===== config.mk =====
export PLATFORM = sky130hd
export DESIGN_NAME = mem_stage_lsu
export DESIGN_NICKNAME = d
export VERILOG_FILES = /design/src/rtl/mem_stage_lsu_pkg.sv /design/src/rtl/mem_stage_lsu_align.sv /design/src/rtl/mem_stage_lsu.sv
export SDC_FILE = /design/constraint.sdc
export NUM_CORES = 1
export LEC_CHECK = 0
export ABC_AREA = 1
export CAP_MARGIN = 20
export CORE_AREA = 2 2 127 129
export CTS_BUF_LIST = sky130_fd_sc_hd__clkbuf_2
export CTS_CLUSTER_SIZE = 10
export DETAILED_ROUTE_END_ITERATION = 12
export DIE_AREA = 0 0 129 131
export DONT_BUFFER_PORTS = 1
export PLACE_DENSITY = 0.47
export SKIP_CTS_REPAIR_TIMING = 1
export SLEW_MARGIN = 10
export SYNTH_ARGS = -nofsm -noshare
export SYNTH_HDL_FRONTEND = slang
export SYNTH_SLANG_ARGS = --single-unit

===== constraint.sdc =====
create_clock -name clk -period 3.6 [get_ports clk]
set_input_delay 0.72 -clock clk [delete_from_list [all_inputs] [get_ports clk]]
set_output_delay 0.72 -clock clk [all_outputs]
set_load 0.01 [all_outputs]

===== src/rtl/mem_stage_lsu_pkg.sv =====
// Shared types for the MEM-stage load/store unit: writeback mux select,
// access size encoding, LSU FSM states and a word-address helper.
package mem_stage_lsu_pkg;

  typedef enum logic [1:0] {
    RESULT_ALU = 2'd0,
    RESULT_MEM = 2'd1,
    RESULT_PC4 = 2'd2
  } result_mux_t;

  localparam int RESULT_SEL_W = $bits(result_mux_t);

  typedef enum logic [1:0] {
    SIZE_B = 2'd0,
    SIZE_H = 2'd1,
    SIZE_W = 2'd2
  } mem_size_t;

  typedef enum logic [1:0] {
    LSU_IDLE     = 2'd0,
    LSU_REQ      = 2'd1,
    LSU_WAIT_RSP = 2'd2
  } lsu_state_t;

  // Data memory is word addressed on the bus; byte offset travels in the enables
  function automatic logic [31:0] word_addr(input logic [31:0] byte_addr);
    return {byte_addr[31:2], 2'b00};
  endfunction

endpackage


===== src/rtl/mem_stage_lsu_align.sv =====
// Byte-lane logic for the LSU: store enables and lane replication, load
// shift plus sign/zero extension, and natural-alignment checking.
module lsu_align
  import mem_stage_lsu_pkg::*;
(
  input  logic [1:0]  addr_off,
  input  logic [1:0]  size,
  input  logic        is_unsigned,
  input  logic [31:0] store_data,
  input  logic [31:0] load_word,
  output logic        misaligned,
  output logic [3:0]  byte_en,
  output logic [31:0] lane_data,
  output logic [31:0] load_data
);

  logic [31:0] shifted;
  logic        sign_fill;

  assign shifted = load_word >> {addr_off, 3'b000};

  // Decode size into lane enables, replicated store data and extended load data
  always_comb begin
    misaligned = 1'b0;
    byte_en    = 4'h0;
    lane_data  = store_data;
    load_data  = shifted;
    sign_fill  = 1'b0;
    case (size)
      SIZE_B: begin
        byte_en   = 4'b0001 << addr_off;
        lane_data = {4{store_data[7:0]}};
        sign_fill = shifted[7] & ~is_unsigned;
        load_data = {{24{sign_fill}}, shifted[7:0]};
      end
      SIZE_H: begin
        misaligned = addr_off[0];
        byte_en    = 4'b0011 << addr_off;
        lane_data  = {2{store_data[15:0]}};
        sign_fill  = shifted[15] & ~is_unsigned;
        load_data  = {{16{sign_fill}}, shifted[15:0]};
      end
      SIZE_W: begin
        misaligned = |addr_off;
        byte_en    = 4'hF;
        lane_data  = store_data;
        load_data  = shifted;
      end
      default: begin
        byte_en = 4'h0;
      end
    endcase
  end

endmodule


===== src/rtl/mem_stage_lsu.sv =====
// MEM-stage load/store unit: issues req/gnt/rvalid data-memory accesses for
// the EX/MEM bundle, stalls upstream while an access is outstanding, and
// drives the MEM/WB register bundle (non-memory ops pass straight through).
module mem_stage_lsu
  import mem_stage_lsu_pkg::*;
#(
  parameter int MAX_WAIT = 15
) (
  input  logic                    clk,
  input  logic                    reset,
  input  logic                    valid_m,
  input  logic [31:0]             ALUResult_m,
  input  logic [31:0]             WD_m,
  input  logic [31:0]             PC4_m,
  input  logic [4:0]              rd_m,
  input  logic                    WE_m,
  input  logic                    RE_m,
  input  logic [1:0]              Size_m,
  input  logic                    Unsigned_m,
  input  logic                    WE3_m,
  input  logic [RESULT_SEL_W-1:0] ResultSelect_m,
  output logic                    stall_m,
  output logic                    dmem_req,
  output logic                    dmem_we,
  output logic [31:0]             dmem_addr,
  output logic [3:0]              dmem_be,
  output logic [31:0]             dmem_wdata,
  input  logic                    dmem_gnt,
  input  logic                    dmem_rvalid,
  input  logic [31:0]             dmem_rdata,
  output logic [31:0]             ReadData_w,
  output logic [31:0]             ALUResult_w,
  output logic [31:0]             PC4_w,
  output logic [4:0]              rd_w,
  output logic                    WE3_w,
  output logic [RESULT_SEL_W-1:0] ResultSelect_w,
  output logic                    misalign_w,
  output logic                    buserr_w
);

  localparam logic [7:0] WAIT_LAST = 8'(MAX_WAIT - 1);

  lsu_state_t  state_q, state_d;
  logic [7:0]  wait_cnt_q, wait_cnt_d;
  logic        mem_op;
  logic        misaligned;
  logic        go;
  logic        req;
  logic        store_done;
  logic        load_done;
  logic        timeout;
  logic        wb_we;
  logic        wb_misalign;
  logic [31:0] load_data;

  lsu_align u_align (
    .addr_off    (ALUResult_m[1:0]),
    .size        (Size_m),
    .is_unsigned (Unsigned_m),
    .store_data  (WD_m),
    .load_word   (dmem_rdata),
    .misaligned  (misaligned),
    .byte_en     (dmem_be),
    .lane_data   (dmem_wdata),
    .load_data   (load_data)
  );

  assign mem_op    = valid_m & (WE_m | RE_m);
  assign go        = mem_op & ~misaligned;
  assign dmem_we   = WE_m;
  assign dmem_addr = word_addr(ALUResult_m);
  assign dmem_req  = req & ~reset;
  assign stall_m   = go & ~(store_done | load_done | timeout) & ~reset;

  // Next-state, bus request, completion and writeback-enable decode
  always_comb begin
    state_d     = state_q;
    wait_cnt_d  = wait_cnt_q;
    req         = 1'b0;
    store_done  = 1'b0;
    load_done   = 1'b0;
    timeout     = 1'b0;
    wb_misalign = 1'b0;
    wb_we       = 1'b0;
    case (state_q)
      LSU_IDLE: begin
        if (go) begin
          req = 1'b1;
          if (dmem_gnt) begin
            if (WE_m) store_done = 1'b1;
            else      state_d    = LSU_WAIT_RSP;
          end else begin
            state_d = LSU_REQ;
          end
        end else if (mem_op) begin
          wb_misalign = 1'b1;
        end else begin
          wb_we = valid_m & WE3_m;
        end
      end
      LSU_REQ: begin
        req = 1'b1;
        if (dmem_gnt) begin
          if (WE_m) begin
            store_done = 1'b1;
            state_d    = LSU_IDLE;
          end else begin
            state_d = LSU_WAIT_RSP;
          end
        end
      end
      LSU_WAIT_RSP: begin
        if (dmem_rvalid) begin
          load_done  = 1'b1;
          state_d    = LSU_IDLE;
          wait_cnt_d = 8'd0;
        end else if (wait_cnt_q == WAIT_LAST) begin
          timeout    = 1'b1;
          state_d    = LSU_IDLE;
          wait_cnt_d = 8'd0;
        end else begin
          wait_cnt_d = wait_cnt_q + 8'd1;
        end
      end
      default: begin
        state_d    = LSU_IDLE;
        wait_cnt_d = 8'd0;
      end
    endcase
    if (store_done | load_done) wb_we = WE3_m;
  end

  // FSM state and response-timeout counter
  always_ff @(posedge clk or posedge reset) begin
    if (reset) begin
      state_q    <= LSU_IDLE;
      wait_cnt_q <= 8'd0;
    end else begin
      state_q    <= state_d;
      wait_cnt_q <= wait_cnt_d;
    end
  end

  // MEM/WB pipeline register; WE3 only survives a clean completion or passthrough
  always_ff @(posedge clk or posedge reset) begin
    if (reset) begin
      ReadData_w     <= 32'd0;
      ALUResult_w    <= 32'd0;
      PC4_w          <= 32'd0;
      rd_w           <= 5'd0;
      WE3_w          <= 1'b0;
      ResultSelect_w <= RESULT_ALU;
      misalign_w     <= 1'b0;
      buserr_w       <= 1'b0;
    end else begin
      ReadData_w     <= load_done ? load_data : 32'd0;
      ALUResult_w    <= ALUResult_m;
      PC4_w          <= PC4_m;
      rd_w           <= rd_m;
      WE3_w          <= wb_we;
      ResultSelect_w <= ResultSelect_m;
      misalign_w     <= wb_misalign;
      buserr_w       <= timeout;
    end
  end

endmodule


==> flow_summary.yaml, run 1 <==
outcome:
  run_status: "finished, final reports clean"
finish:
  syn_to_final_growth_pct: 18.3
  post_route_cells_drive_above_1_share_pct: 10.8
  num-nets-final: 711
  design_area_um2: 5930
logic_synthesis:
  post_synth_main_area_contributors: "sky130_fd_sc_hd__dfrtp_1 58%, sky130_fd_sc_hd__nand2_1 9.4%, sky130_fd_sc_hd__buf_4 6.3%"
  synth_largest_area_cell: "sky130_fd_sc_hd__dfrtp_1"
  post_synthesis_cell_area_um2: 5010
  netlist_instances: 522
  post_synth_num_cell_types: 33
  synth_seq_area_share_pct: 57.9
  top_area_cell_type_share_of_the_netlist_area_pct: 57.9
  ys.warnings.count: 0
  avgSynthCellArea_um2: 9.60
  postSynthRegisterBits: 116
global_route:
  largest_net_degree_at_the_start_of_global_routing: 69
  groute.usage.overall_pct: 15.5
  first_global_vias: 3300
  number_of_antenna_violations_at_the_first_check_in_global_routing: 3
  grt_pass1_wl_mm: 18.9
  globalRouteOverflowTotal: 0
drt:
  drt-wirelength-per-cell_um: 18.2
  antenna_left: 0
  drt_wl_total_mm: 14.4
  first_iter_violations: 143
  drc_errors: 0
  vias_per_cell: 4.65
  drt_first_pass_iters: 4
  total_via_count_after_detailed_routing: 3673
floorplanning:
  die_footprint_um2: 16900
  start_util_pct: 32.1
  width_of_the_chip_um: 129
  cell_row_count: 46
  design.core.area_um2: 15600
  dieHeight_um: 131
  boundaryPins: 323
hold_path:
  min-delay-path-class: "primary input to flop"
  worst_hold_startpoint: "WE3_m"
  whs_endpoint: "WE3_w"
  worst_hold_path_cell_count: 2
power_and_ir_drop:
  p_leak_uw: 0.00286
  cellPowerDensity_nw_per_um2: 494
  post-layout-total-power_uw: 2930
  power.ir.vdd_worst_v: 0.000213
placement:
  buffer_ports.inserted: 0
  postPlaceCellArea_um2: 4920
  post-dp-hpwl_mm: 10.6
  finalWeightedCongestion: 0.839
setup_path:
  worstPathBufferInverterCount: 1
  cp_top_family: "simple AND/OR/NAND/NOR gates"
  biggest_fanout_along_the_worst_timing_path: 13
  regToRegSetupSlack_ps: 1930
  critical_path_required_ps: 2880
  critical-path-max-stage-delay_ps: 640
  worst-r2r-cell-count: 4
  start_kind: "flop"
  regToRegEndpoint: "ReadData_w[19]"
  critical_path_cell_by_cell: "nand2_1 > nor2_4 > inv_2 > nand3_1 > nor2_1"
  critical_setup_path_kind: "flop to primary output"
  crit_arrival_ps: 2240
  regToRegStartpoint: "state_q[1]"
  critical_path.endpoint_type: "primary output"
  cpMaxStageDelayCell: "sky130_fd_sc_hd__dfrtp_1"
cts:
  worstSkewPairLatency_ps: 680
  ctsRootBufferMaster: "sky130_fd_sc_hd__clkbuf_2"
  clk_path_buf_depth: 2
  cts.clk_slew.worst_paths_ps: 190
  cts-htree-levels: 4
  tritoncts.num_buffers: 17
  cts_tree: "done"
  clock_sink_count: 116
sta:
  slew_violations: 0
  setup_total_negative_slack_ps: 0
  worst_slew_margin_rel_pct: 31.9
  finalHoldViolations: 0
  period_needed_ps: 2960
  worst-slew-pin-transition_ps: 1020
  setup_viol: 0
  finClkSkew_ps: 25.8
  rsz0062_at_grt: "false"
  period_utilization_post_route_pct: 82.2
  fmaxAchievable_mhz: 338
run:
  max-cap-violations: 0
## cell usage after synthesis, drive strengths merged
cell    instances
nand2         130
dfrtp         116
inv            62
buf            54
o21ai          38
nor2           33
nand3          32
a21oi          17
o22ai          10
a31oi           7
ha              5
clkbuf          4
nand4           3
a211oi          2
o31ai           2
xor2            2
conb            1
nor3            1
nor4            1
o21a            1
xnor2           1
## metrics by stage
stage | util, % | hold slack, ps | worst slack [ps] | instances
floorplan | - | 490 | 1120 | 523
global placement | 31.6 | 534 | 807 | 685
detailed placement | 31.6 | 533 | 745 | 685
CTS | 33.4 | -151 | 528 | 717
global route | 38.0 | 25.5 | 361 | 790
finish | 38.0 | 141 | 640 | 790
## layer usage
metal	vias up	share of wire (%)	track usage (%)
met5	-	0	0
met4	0	1.8	6.20
met3	21	8.3	5.66
met2	225	55	29.7
met1	1737	35	15.0
li1	1690	-	-
## cells in the final DEF, fill, tap and decap left out, drive strengths merged, types with 2 or more instances in the layout
cell type,netlist,layout
nand2,130,130
dfrtp,116,116
dlygate4sd3,0,72
inv,62,65
o21ai,38,38
nor2,33,33
nand3,32,32
a21oi,17,17
clkbuf,4,17
o22ai,10,10
a31oi,7,7
ha,5,5
clkinvlp,0,4
bufinv,0,4
buf,54,4
clkinv,0,4
nand4,3,3
o31ai,2,2
a211oi,2,2
xor2,2,2
conb,1,2
## worst reg2reg max path: stages (launching register included)
cell	delay [ps]
sky130_fd_sc_hd__dfrtp_1	640
sky130_fd_sc_hd__nand2_1	160
sky130_fd_sc_hd__nor2_4	330
sky130_fd_sc_hd__nand2_4	300
sky130_fd_sc_hd__nor2_1	170
## cell families after synthesis
family                   synth area share (%)
adder cells (fa/ha/maj)                  1.25
buffers and inverters                    13.0
AO/OA/AOI/OAI                            8.36
flip-flops                               57.9
other                                  0.0748
XOR/XNOR                                0.524
AND/OR/NAND/NOR                          18.9
## worst max-delay path by stage
| stage | startpoint | end | slack (ps) | cells past startpoint |
|---|---|---|---|---|
| 2_1_floorplan | Size_m[0] | dmem_wdata[20] | 1120 | 7 |
| 3_3_place_gp | Size_m[0] | dmem_wdata[26] | 810 | 7 |
| 3_5_place_dp | Size_m[0] | dmem_wdata[26] | 740 | 7 |
| 4_1_cts | state_q[1] | stall_m | 530 | 5 |
| 5_1_grt | state_q[1] | stall_m | 360 | 5 |
| 6_report | state_q[1] | stall_m | 640 | 5 |
## layout make-up
type / count / area [µm²]
Tap cell: 216 / 270
Sequential cell: 116 / 2900
Multi-Input combinational cell: 287 / 1470
Antenna cell: 1 / 2.50
Inverter: 62 / 241
Clock inverter: 15 / 203
Fill cell: 1528 / 9660
Clock buffer: 17 / 85.1
Timing Repair Buffer: 76 / 763
## registers in the layout, indices dropped and copies added, names as in the netlist
register and cells:
buserr_w 1, ALUResult_w 32, rd_w 5, PC4_w 32, wait_cnt_q 8, state_q 2, ReadData_w 32, ResultSelect_w 2
misalign_w 1, WE3_w 1
## power breakdown
part	switching (µW)	internal [µW]
Combinational	261	149
Clock	535	462
Sequential	120	1400
Total	915	2020
Power figures use the tool's default switching activity.
==> run 2, diff against run 1 <==
--- a/config.mk
+++ b/config.mk
@@ -13,7 +13,7 @@
 export DETAILED_ROUTE_END_ITERATION = 12
 export DIE_AREA = 0 0 129 131
 export DONT_BUFFER_PORTS = 1
-export PLACE_DENSITY = 0.47
+export PLACE_DENSITY = 0.45
 export SKIP_CTS_REPAIR_TIMING = 1
 export SLEW_MARGIN = 10
 export SYNTH_ARGS = -nofsm -noshare
==> constraint.sdc (replaced) <==
create_clock -name clk -period 2.9 [get_ports clk]
set_input_delay 0.58 -clock clk [delete_from_list [all_inputs] [get_ports clk]]
set_output_delay 0.58 -clock clk [all_outputs]
set_load 0.01 [all_outputs]
==> run 2 against run 1 <==
Compared with the run above:
- count of clock-buffer cells in the layout is the same
- worst hold slack lost 25 ps
- first-iteration DRC count grew 59%
- combinational power grew 36%
- critical path type unchanged
- highest routed layer unchanged
==> flow_summary.yaml, run 2 (synthesis results as in run 1) <==
outcome:
  run_status: "finished, final reports clean"
placement:
  postPlaceCellArea_um2: 5000
  finalWeightedCongestion: 0.841
  post-dp-hpwl_mm: 10.8
  buffer_ports.inserted: 0
drt:
  drt-wirelength-per-cell_um: 18.3
  antenna_left: 0
  met1_length_mm: 5.26
  total_via_count_after_detailed_routing: 3817
  met2_length_mm: 7.96
  drc_errors: 0
  metal3_wl_mm: 1.24
  routed.top_layer: "met4"
  vias_per_cell: 4.71
  drt_wl_total_mm: 14.9
  first_iter_violations: 227
  drt_first_pass_iters: 4
power_and_ir_drop:
  p_leak_uw: 0.00297
  power.ir.vdd_worst_v: 0.000177
  cellPowerDensity_nw_per_um2: 601
global_route:
  globalRouteOverflowTotal: 0
  groute.usage.overall_pct: 16.0
  largest_net_degree_at_the_start_of_global_routing: 39
  first_global_vias: 3312
  grt_pass1_wl_mm: 19.6
  number_of_antenna_violations_at_the_first_check_in_global_routing: 5
setup_path:
  regToRegStartpoint: "state_q[0]"
  critical_setup_path_kind: "flop to primary output"
  critical_path_required_ps: 2320
  regToRegEndpoint: "WE3_w"
  worst-r2r-cell-count: 8
  biggest_fanout_along_the_worst_timing_path: 10
  crit_arrival_ps: 2090
  regToRegSetupSlack_ps: 880
  critPathCapture: "stall_m"
  worstSetupStartpoint: "state_q[0]"
  start_kind: "flop"
  critical_path.endpoint_type: "primary output"
sta:
  worst-slew-pin-transition_ps: 654
  finClkSkew_ps: 30.0
  period_utilization_post_route_pct: 91.9
  worst_slew_margin_rel_pct: 56.3
  period_needed_ps: 2670
  fmaxAchievable_mhz: 375
  finalHoldViolations: 0
  slew_violations: 0
  rsz0062_at_grt: "false"
  setup_total_negative_slack_ps: 0
  setup_viol: 0
cts:
  cts_tree: "done"
  clk_path_buf_depth: 2
  worstSkewPairLatency_ps: 660
  cts-htree-levels: 4
  ctsRootBufferMaster: "sky130_fd_sc_hd__clkbuf_2"
  cts.clk_slew.worst_paths_ps: 210
  clock_sink_count: 116
  tritoncts.num_buffers: 17
hold_path:
  worst_hold_startpoint: "ALUResult_m[1]"
  min-delay-path-class: "primary input to flop"
run:
  max-cap-violations: 0
floorplanning:
  dieHeight_um: 131
  width_of_the_chip_um: 129
  design.core.area_um2: 15600
  boundaryPins: 323
  cell_row_count: 46
  start_util_pct: 32.1
  die_footprint_um2: 16900
finish:
  layout.cells.most_common: "sky130_fd_sc_hd__nand2_1"
  largestRegisters: "ALUResult_w: 32 flops, PC4_w: 32 flops, ReadData_w: 32 flops"
  mostFrequentLayoutCells: "126 x sky130_fd_sc_hd__nand2_1, 115 x sky130_fd_sc_hd__dfrtp_1, 83 x sky130_fd_sc_hd__dlygate4sd3_1"
  syn_to_final_growth_pct: 22.2
  design_area_um2: 6130
  post_route_cells_drive_above_1_share_pct: 12.3
  num-nets-final: 731
[run 2: final cells by class]
cell class                      instances  area, µm²
Antenna cell                            1       2.50
Clock buffer                           17       85.1
Clock inverter                         15        204
Fill cell                            1505       9470
Inverter                               62        241
Multi-Input combinational cell        287       1470
Sequential cell                       116       2900
Tap cell                              216        270
Timing Repair Buffer                   96        953
[run 2: metrics by stage]
stage,cells,power (µW),hold WS (ps),utilization (%),worst slack (ps)
global route,810,3900,18.5,39.3,3.14
global placement,694,2380,530,32.1,572
CTS,726,3640,-248,33.9,-16.5
floorplan,523,2300,490,-,696
finish,810,3680,116,39.3,235
detailed placement,694,2380,539,32.1,561
[run 2: power by group]
group	internal (µW)	switching (µW)	leakage [µW]
Sequential	1740	148	0.00145
Clock	575	659	0.000159
Combinational	217	339	0.00136
[run 2: worst max-delay path, cell delays in order, from the launching register on]
cell,delay [ps]
sky130_fd_sc_hd__dfrtp_1,480
sky130_fd_sc_hd__inv_2,90
sky130_fd_sc_hd__nand2_1,80
sky130_fd_sc_hd__nor2_4,320
sky130_fd_sc_hd__inv_2,210
sky130_fd_sc_hd__nand3_1,150
sky130_fd_sc_hd__nor2_1,100
[run 2: how the worst min path moves through the flow]
stage / endpoint / slack (ps) / depth (start not counted)
after global placement: wait_cnt_q[1] / 530 / 2
after detailed placement: wait_cnt_q[1] / 540 / 2
after CTS: ReadData_w[12] / -250 / 1
after floorplan: misalign_w / 490 / 1
final: ReadData_w[27] / 120 / 3
after global routing: ReadData_w[12] / 20 / 3
[run 2: metal layers]
metal  up-vias  GRT usage, %
met1      1799          15.9
met5         -             0
met4         0          7.42
met3        34          5.33
met2       255          30.0
li1       1729             -
